### src/rtl/demux_sched_pkg.sv
// Shared types for the four-channel burst scheduler.
// Holds the FSM state encoding and the channel index type.
package demux_sched_pkg;

    localparam int NUM_CHAN = 4;

    typedef logic [1:0] chan_t;

    typedef enum logic [1:0] {
        IDLE  = 2'd0,
        ROUTE = 2'd1,
        GUARD = 2'd2
    } state_t;

endpackage

### src/rtl/demux_sched_rr_pick.sv
// Round-robin channel picker: next enabled index after i_Cur,
// or the lowest enabled index when i_From_Zero is set.
module demux_sched_rr_pick
    import demux_sched_pkg::*;
(
    input  logic [3:0] i_En,
    input  logic [1:0] i_Cur,
    input  logic       i_From_Zero,
    output logic [1:0] o_Idx,
    output logic       o_Found
);

    chan_t w_Base;
    chan_t w_Try;

    // Walk offsets 4..1 so the nearest enabled channel is written last
    always_comb begin
        o_Idx   = i_Cur;
        o_Found = 1'b0;
        w_Try   = i_Cur;
        w_Base  = i_From_Zero ? chan_t'(NUM_CHAN - 1) : i_Cur;
        for (int k = NUM_CHAN; k >= 1; k--) begin
            w_Try = w_Base + chan_t'(k);
            if (i_En[w_Try]) begin
                o_Idx   = w_Try;
                o_Found = 1'b1;
            end
        end
    end

endmodule

### src/rtl/demux_4_burst_sched.sv
// Burst scheduler feeding a registered 1-to-4 demux with guard gaps.
// Optional stall timeout enabled by defining DEMUX_SCHED_TIMEOUT_EN.
module demux_4_burst_sched
    import demux_sched_pkg::*;
#(
    parameter int WIDTH          = 8,
    parameter int BURST_LEN      = 4,
    parameter int GUARD_CYCLES   = 2,
    parameter int TIMEOUT_CYCLES = 16
)
(
    input  logic             i_Clk,
    input  logic             i_Rst_L,
    input  logic [WIDTH-1:0] i_Data,
    input  logic             i_Valid,
    output logic             o_Ready,
    input  logic [3:0]       i_Chan_En,
    input  logic [3:0]       i_Chan_Ready,
    output logic [1:0]       o_Sel,
    output logic [WIDTH-1:0] o_Data0,
    output logic [WIDTH-1:0] o_Data1,
    output logic [WIDTH-1:0] o_Data2,
    output logic [WIDTH-1:0] o_Data3,
    output logic [3:0]       o_Valid,
    output logic             o_Timeout
);

    localparam int BW = $clog2(BURST_LEN + 1);
    localparam int GW = $clog2(GUARD_CYCLES + 1);

    state_t               r_State;
    chan_t                r_Sel;
    logic [BW-1:0]        r_Burst;
    logic [GW-1:0]        r_Guard;
    logic [NUM_CHAN-1:0]  r_Valid;
    logic [WIDTH-1:0]     r_Data [NUM_CHAN];

    logic                 w_Ready;
    logic                 w_Accept;
    logic                 w_Last;
    logic                 w_Guard_Done;
    chan_t                w_Next;
    logic                 w_Found;

    assign w_Ready      = (r_State == ROUTE) & i_Chan_Ready[r_Sel]
                          & i_Chan_En[r_Sel];
    assign w_Accept     = w_Ready & i_Valid;
    assign w_Last       = (r_Burst == BW'(BURST_LEN - 1));
    assign w_Guard_Done = (r_Guard == GW'(GUARD_CYCLES - 1));

    demux_sched_rr_pick u_pick (
        .i_En        (i_Chan_En),
        .i_Cur       (r_Sel),
        .i_From_Zero (r_State == IDLE),
        .o_Idx       (w_Next),
        .o_Found     (w_Found)
    );

`ifdef DEMUX_SCHED_TIMEOUT_EN
    localparam int TW = $clog2(TIMEOUT_CYCLES + 1);
    logic [TW-1:0] r_Stall;
    logic          r_Timeout;
    assign o_Timeout = r_Timeout;
`else
    assign o_Timeout = 1'b0;
`endif

    always_ff @(posedge i_Clk or negedge i_Rst_L) begin
        if (!i_Rst_L) begin
            r_State   <= IDLE;
            r_Sel     <= '0;
            r_Burst   <= '0;
            r_Guard   <= '0;
`ifdef DEMUX_SCHED_TIMEOUT_EN
            r_Stall   <= '0;
            r_Timeout <= 1'b0;
`endif
        end else begin
`ifdef DEMUX_SCHED_TIMEOUT_EN
            r_Timeout <= 1'b0;
`endif
            unique case (r_State)
                IDLE: begin
                    if (w_Found) begin
                        r_Sel   <= w_Next;
                        r_Burst <= '0;
                        r_State <= ROUTE;
                    end
                end
                ROUTE: begin
                    r_Guard <= '0;
                    if (!i_Chan_En[r_Sel]) begin
                        r_State <= GUARD;
                    end else if (w_Accept) begin
                        r_Burst <= r_Burst + 1'b1;
                        if (w_Last) r_State <= GUARD;
                    end
`ifdef DEMUX_SCHED_TIMEOUT_EN
                    // Stall = producer waiting on a sink that is not ready
                    if (w_Accept || !i_Valid) begin
                        r_Stall <= '0;
                    end else if (!i_Chan_Ready[r_Sel]) begin
                        if (r_Stall == TW'(TIMEOUT_CYCLES - 1)) begin
                            r_Stall   <= '0;
                            r_Timeout <= 1'b1;
                            r_State   <= GUARD;
                        end else begin
                            r_Stall <= r_Stall + 1'b1;
                        end
                    end
`endif
                end
                GUARD: begin
`ifdef DEMUX_SCHED_TIMEOUT_EN
                    r_Stall <= '0;
`endif
                    if (w_Guard_Done) begin
                        r_Guard <= '0;
                        r_Burst <= '0;
                        if (w_Found) begin
                            r_Sel   <= w_Next;
                            r_State <= ROUTE;
                        end else begin
                            r_State <= IDLE;
                        end
                    end else begin
                        r_Guard <= r_Guard + 1'b1;
                    end
                end
                default: r_State <= IDLE;
            endcase
        end
    end

    always_ff @(posedge i_Clk or negedge i_Rst_L) begin
        if (!i_Rst_L) begin
            r_Valid <= '0;
            for (int i = 0; i < NUM_CHAN; i++) r_Data[i] <= '0;
        end else begin
            r_Valid <= w_Accept ? ({{(NUM_CHAN-1){1'b0}}, 1'b1} << r_Sel) : '0;
            for (int i = 0; i < NUM_CHAN; i++) begin
                r_Data[i] <= (w_Accept && r_Sel == chan_t'(i)) ? i_Data : '0;
            end
        end
    end

    assign o_Ready = w_Ready;
    assign o_Sel   = r_Sel;
    assign o_Valid = r_Valid;
    assign o_Data0 = r_Data[0];
    assign o_Data1 = r_Data[1];
    assign o_Data2 = r_Data[2];
    assign o_Data3 = r_Data[3];

endmodule

### config.mk
export PLATFORM = sky130hd
export DESIGN_NAME = demux_4_burst_sched
export DESIGN_NICKNAME = d
export VERILOG_FILES = /design/src/rtl/demux_sched_pkg.sv /design/src/rtl/demux_sched_rr_pick.sv /design/src/rtl/demux_4_burst_sched.sv
export SDC_FILE = /design/constraint.sdc
export NUM_CORES = 1
export LEC_CHECK = 0
export CAP_MARGIN = 20
export CORE_MARGIN = 5
export CORE_UTILIZATION = 24
export CTS_BUF_LIST = sky130_fd_sc_hd__clkbuf_16
export DETAILED_ROUTE_END_ITERATION = 12
export GPL_TIMING_DRIVEN = 0
export MAX_ROUTING_LAYER = met4
export PLACE_DENSITY = 0.59
export SLEW_MARGIN = 10
export SYNTH_ARGS = -nofsm -noshare
export SYNTH_HDL_FRONTEND = slang
export SYNTH_SLANG_ARGS = --single-unit
### constraint.sdc
create_clock -name i_Clk -period 2 [get_ports i_Clk]
set_input_delay 0.4 -clock i_Clk [delete_from_list [all_inputs] [get_ports i_Clk]]
set_output_delay 0.4 -clock i_Clk [all_outputs]
set_load 0.03 [all_outputs]
# Word level (Yosys, flattened, before mapping)
# Index checks and enable logic that the tools add are counted.
[classes]
order_cmp = 5
reduce_logical = 12
muxes = 43
addsub = 5
n_eq_ne = 13
n_shift = 1
bitwise = 3
[ops]
columns = ["cell", "count"]
rows = [
  ["2-to-1 mux 8 bit", 4],
  ["2-to-1 mux 2 bit", 13],
  ["less-than comparator 2 x 3 -> 1 bit (second input constant)", 5],
  ["binary-select mux 1 bit (select 2 bit)", 6],
  ["2-to-1 mux 3 bit", 4],
  ["2-to-1 mux 1 bit", 11],
  ["case mux 3 bit (3 select lines)", 1],
  ["case mux 2 bit (2 select lines)", 2],
  ["equality test 2 x 1 -> 1 bit (second input constant)", 3],
  ["equality test 2 bit (second input constant)", 3],
  ["inequality test 2 bit (second input constant)", 3],
  ["inequality test 3 bit (second input constant)", 2],
  ["case mux 2 bit (3 select lines)", 1],
  ["AND reduction 5 bit", 1],
  ["adder 2 x 1 -> 2 bit (second input constant)", 2],
  ["adder 2 bit (second input constant)", 2],
  ["logical AND 1 bit", 4],
  ["zero test 2 bit", 2],
  ["2-to-1 mux 4 bit", 1],
  ["AND reduction 4 bit", 1],
  ["nonzero test 2 bit", 2],
  ["left shift 1 x 2 -> 4 bit (first input constant)", 1],
  ["adder 3 x 1 -> 3 bit (second input constant)", 1],
  ["AND 1 bit", 3],
  ["other kinds (4)", 4],
]
[word_totals]
elab_cells = 91
out_inout_bits = 40
reg_bits = 45

# Logic depth before layout (Yosys ltp)
[logic_depth]
word_depth = 11
mapped_depth = 8
ltp_nobuf = 7

# By module
# Synthesis repeated with hierarchy kept, for this count alone.
[unflattened]
cells_unflattened = 189
hier_area_um2 = 2129.5
[by_module_without_submodules]
columns = ["module", "cells_per_inst", "seq_area_each_um2", "n_inst", "area_each_um2"]
rows = [
  ["demux_4_burst_sched", 148, 1126.1, 1, 1878.1],
  ["demux_sched_rr_pick", 41, 0.0, 1, 251.5],
]

# Least setup slack after synthesis
# OpenSTA, ideal clock, no wires.
[synth_timing]
path_kind = "register -> output"
start = "reg r_Sel[0], in the netlist o_Sel[0]"
end = "out o_Ready"
stages_incl_launch_ff = 4
required_time_ns = 1.600
setup_slack_ns = 0.036
arrival_ns = 1.564
cell_sequence = "dfrtp_1 > buf_4 > mux4_2 > and3_1"
[synth_between]
elab_chain_len = 4
elab_cells_between_ends = 6
[synth_lines]
columns = ["element", "line_no", "rtl"]
rows = [
  ["start: declaration", "demux_4_burst_sched.sv:32", "chan_t r_Sel;"],
  ["start signal: assignment", "demux_4_burst_sched.sv:85", "r_Sel <= w_Next;"],
  ["start signal: assignment", "demux_4_burst_sched.sv:121", "r_Sel <= w_Next;"],
  ["binary-select mux 1 bit (select 2 bit)", "demux_4_burst_sched.sv:45", "assign w_Ready = (r_State == ROUTE) & i_Chan_Ready[r_Sel]"],
  ["2-to-1 mux 1 bit (not written as such)", "demux_4_burst_sched.sv:45", ""],
  ["AND 1 bit", "demux_4_burst_sched.sv:45", ""],
  ["AND 1 bit *", "demux_4_burst_sched.sv:46", "& i_Chan_En[r_Sel];"],
  ["end: declaration", "demux_4_burst_sched.sv:16", "output logic o_Ready,"],
]
# Mark *: on every way between the ends. The rest lies on a longest branch, timed or not. The select of a mux whose other input is x is not followed.

# Worst setup path in the final report
# Same ends and word-level chain as after synthesis.

==> impl_metrics.csv <==
group,metric,value,unit
route,totalWireLength,4457,um
finish,final_cells,336,
power_and_ir_drop,p_leak,1.299,nW
route,drtIter0Drc,33,
floorplanning,core_area,7807,um^2
worst_setup_path,worstSetupPathType,"reg -> out",
run_status,status,"complete, but fails checks",
finish,stdcell_area,2860,um^2
clock_network,cts-hold-fix-buffers,0,
power_and_ir_drop,power.density,1050,nW/um^2
yosys,syn_area,1951,um^2
finish,final_cell_mix,"clkdlybuf4s50_1 (47), dfrtp_1 (45), and2_1 (32), nand2_1 (11)",
power_and_ir_drop,p_comb_frac,0.390,
timing,period_needed,2.001,ns
floorplanning,die_h,100.2,um
global_route,grt.overflow.total,0,
worst_setup_path,setup.worst_path.end_class,"output pin",
timing,finalHoldViolCount,0,
timing,finalSetupTns,-0.0008645,ns
finish,fillers,789,
clock_network,cts.sinks,45,
route,via_per_inst,4.274,
route,via_count,1436,
placement,place.gp.congestion,0.7498,
global_route,grt.busiest_layer,"met2",
route,ant_nets,0,
run,maxCapViolCount,0,
power_and_ir_drop,swShare,0.3407,
worst_setup_path,cpMostUsedCell,"buf_6",
global_route,grtUsageMet2,0.1524,
timing,rsz0062_at_grt,"true",
timing,max_freq,499.8,MHz
yosys,ys.warnings.count,0,
worst_setup_path,cp.arrival,1.60,ns
floorplanning,die-area,10030,um^2
yosys,syn-num-nets,188,
yosys,synth_top_flop_cell,"dfrtp_1",
floorplanning,rows,32,
power_and_ir_drop,pwr-share-clk,0.260,
clock_network,cts_tree,"yes",
route,drcViolationCount,0,
global_route,track_usage,0.09465,
yosys,synth_edf_count,0,
worst_setup_path,path_cells,"buf_6 -> mux4_2 -> and3_4 -> buf_6",
floorplanning,boundaryPins,59,
yosys,synth_area_per_cell,11.97,um^2
clock_network,cts.clk_slew.worst_paths,0.06,ns
worst_setup_path,crit_fanout,4,
clock_network,clk_latency,0.27,ns
worst_setup_path,cp_data_required_time,1.60,ns
route,post_drt_wl_per_cell,13.26,um
global_route,met1_usage,0.1183,
clock_network,cts_buffers,5,
timing,skew,0.004004,ns
finish,final_common_cell,"clkdlybuf4s50_1",
finish,fin_util,0.3663,
power_and_ir_drop,ir_drop,0.4948,mV
finish,syn_to_final_growth,46.63,%
worst_setup_path,reg2reg_depth,8,
yosys,synth_seq_cells,45,
placement,dpl.hpwl,3283,um
global_route,antenna_found_initial,0,
timing,final_max_slew_viol_count,0,
placement,placed_cells,323,
run_status,violations,"setup timing",
global_route,grt_max_degree,35,
global_route,grt_pass1_wl,7251,um
worst_setup_path,slowest_delay,0.51,ns
timing,post-route-period-util,1.000,
placement,placement.io_buffers,57,
yosys,seq_area_frac_synth,0.5773,
worst_hold_path,hold_class,"in -> async",
timing,setup_viol,1,
clock_network,cts_buffer_depth,2,
worst_setup_path,start_kind,"register",
floorplanning,die_x,100.2,um
global_route,grt_pass1_vias,1406,
finish,insertedDiodeCount,0,
power_and_ir_drop,internal_power,1.980,mW
floorplanning,initial_utilization,0.2498,
finish,fin_nets,258,
clock_network,clockRootBuffer,"clkbuf_16",
placement,dpl_cell_area,2664,um^2
timing,worst_slack,-0.0008645,ns
finish,drive_above_1_share,0.1368,
worst_setup_path,cpMaxStageDelayCell,"mux4_2",
route,dr.pass1.iters,4,
clock_network,htreeDepth,2,
power_and_ir_drop,power.switching,1.023,mW
power_and_ir_drop,p_seq_frac,0.351,
yosys,synthArstFlopShare,1.000,
yosys,syn_inst,163,
yosys,netlist-cell-type-count,41,
global_route,grtUsageMet3,0.02502,
power_and_ir_drop,power,3.003,mW
[critical path, delay by kind of cell (launching register included)]
family        cells  cell delay, ns
mux               1            0.51
flops             1            0.36
buf+inv           2            0.26
simple gates      1            0.19
[final cells by class]
class | instances | area, um^2 | share of cell area
Buffer | 5 | 33.78 | 0.01181
Clock buffer | 5 | 125.1 | 0.04374
Clock inverter | 3 | 18.77 | 0.006562
Inverter | 7 | 26.28 | 0.009186
Multi-Input combinational cell | 105 | 780.7 | 0.2730
Sequential cell | 45 | 1126 | 0.3937
Tap cell | 102 | 127.6 | 0.04462
Timing Repair Buffer | 64 | 621.8 | 0.2174
[final timing paths]
| kind | from | endpoint | slack, ns |
|---|---|---|---|
| setup / recovery | o_Sel[0]$_DFFE_PN0P_ | o_Ready | -0.0009 |
| hold / removal | i_Rst_L | o_Data1[7]$_DFF_PN0_ | 0.000003 |
| setup reg to reg | o_Sel[0]$_DFFE_PN0P_ | o_Sel[0]$_DFFE_PN0P_ | 0.16 |
| hold reg to reg | r_Burst[2]$_DFFE_PN0P_ | r_Burst[2]$_DFFE_PN0P_ | 0.49 |
| max in group asynchronous | i_Rst_L | o_Valid[3]$_DFF_PN0_ | 1.54 |
| min in group i_Clk | r_Burst[2]$_DFFE_PN0P_ | r_Burst[2]$_DFFE_PN0P_ | 0.49 |
[through the flow]
stage	hold WS, ns	setup slack [ns]
global route	0.01440	-0.04775
CTS	0.005211	-0.01400
global placement	0.4810	-0.7357
detailed placement	0.3024	-0.7542
floorplan	0.1044	0.03602
finish	0.000003053	-0.0008645
[sequential cells by signal (all words and copies together), names as in the netlist]
name and count:
o_Data3 8, o_Data1 8, o_Valid 4, r_Burst 3, o_Data0 8, o_Sel 2, r_State 2, r_Guard 2
o_Data2 8
[logic make-up after synthesis]
family,synth area share
buf+inv,0.02950
other cells,0.001922
mux,0.04362
flops,0.5773
compound gates,0.09173
fa+ha+maj,0.03849
simple gates,0.2175
[what timing repair did]
item,CTS,global route
pin swaps,1,1
cloned,0,0
resized for setup,17,6
endpoints found under the setup margin,28,31
endpoints found under the hold margin,0,0
buffers inserted,4,2
[metal layers]
metal | vias to the layer above | routed length [um] | part of all wire
met5 | - | 0 | 0
met4 | 0 | 29 | 0.0065
met3 | 2 | 268 | 0.060
met2 | 40 | 2144 | 0.48
met1 | 705 | 2014 | 0.45
li1 | 689 | - | -
[cell usage after synthesis (2+ instances only)]
library cell | instances | area (um^2)
nor2b_1 | 3 | 18.77
a31oi_1 | 3 | 18.77
clkbuf_1 | 3 | 11.26
dfrtp_1 | 45 | 1126
o221ai_1 | 2 | 17.52
buf_4 | 2 | 15.01
nand2b_1 | 3 | 18.77
and2_1 | 32 | 200.2
nor2_1 | 6 | 22.52
inv_1 | 7 | 26.28
mux4_2 | 2 | 45.04
nand2_1 | 11 | 41.29
mux2i_1 | 4 | 40.04
a21oi_1 | 5 | 25.02
ha_1 | 6 | 75.07
o21ai_0 | 4 | 20.02
[power groups by stage]
stage / Clock (mW) / Combinational (mW) / Sequential, mW
6_report: 0.779 / 1.17 / 1.05
5_1_grt: 0.837 / 1.29 / 1.07
4_1_cts: 0.803 / 1.16 / 1.06
3_5_place_dp: 0 / 1.08 / 1.07
3_3_place_gp: 0 / 1.06 / 1.07
2_1_floorplan: 0 / 0.692 / 1.14
(Power assumes the default switching activity.)
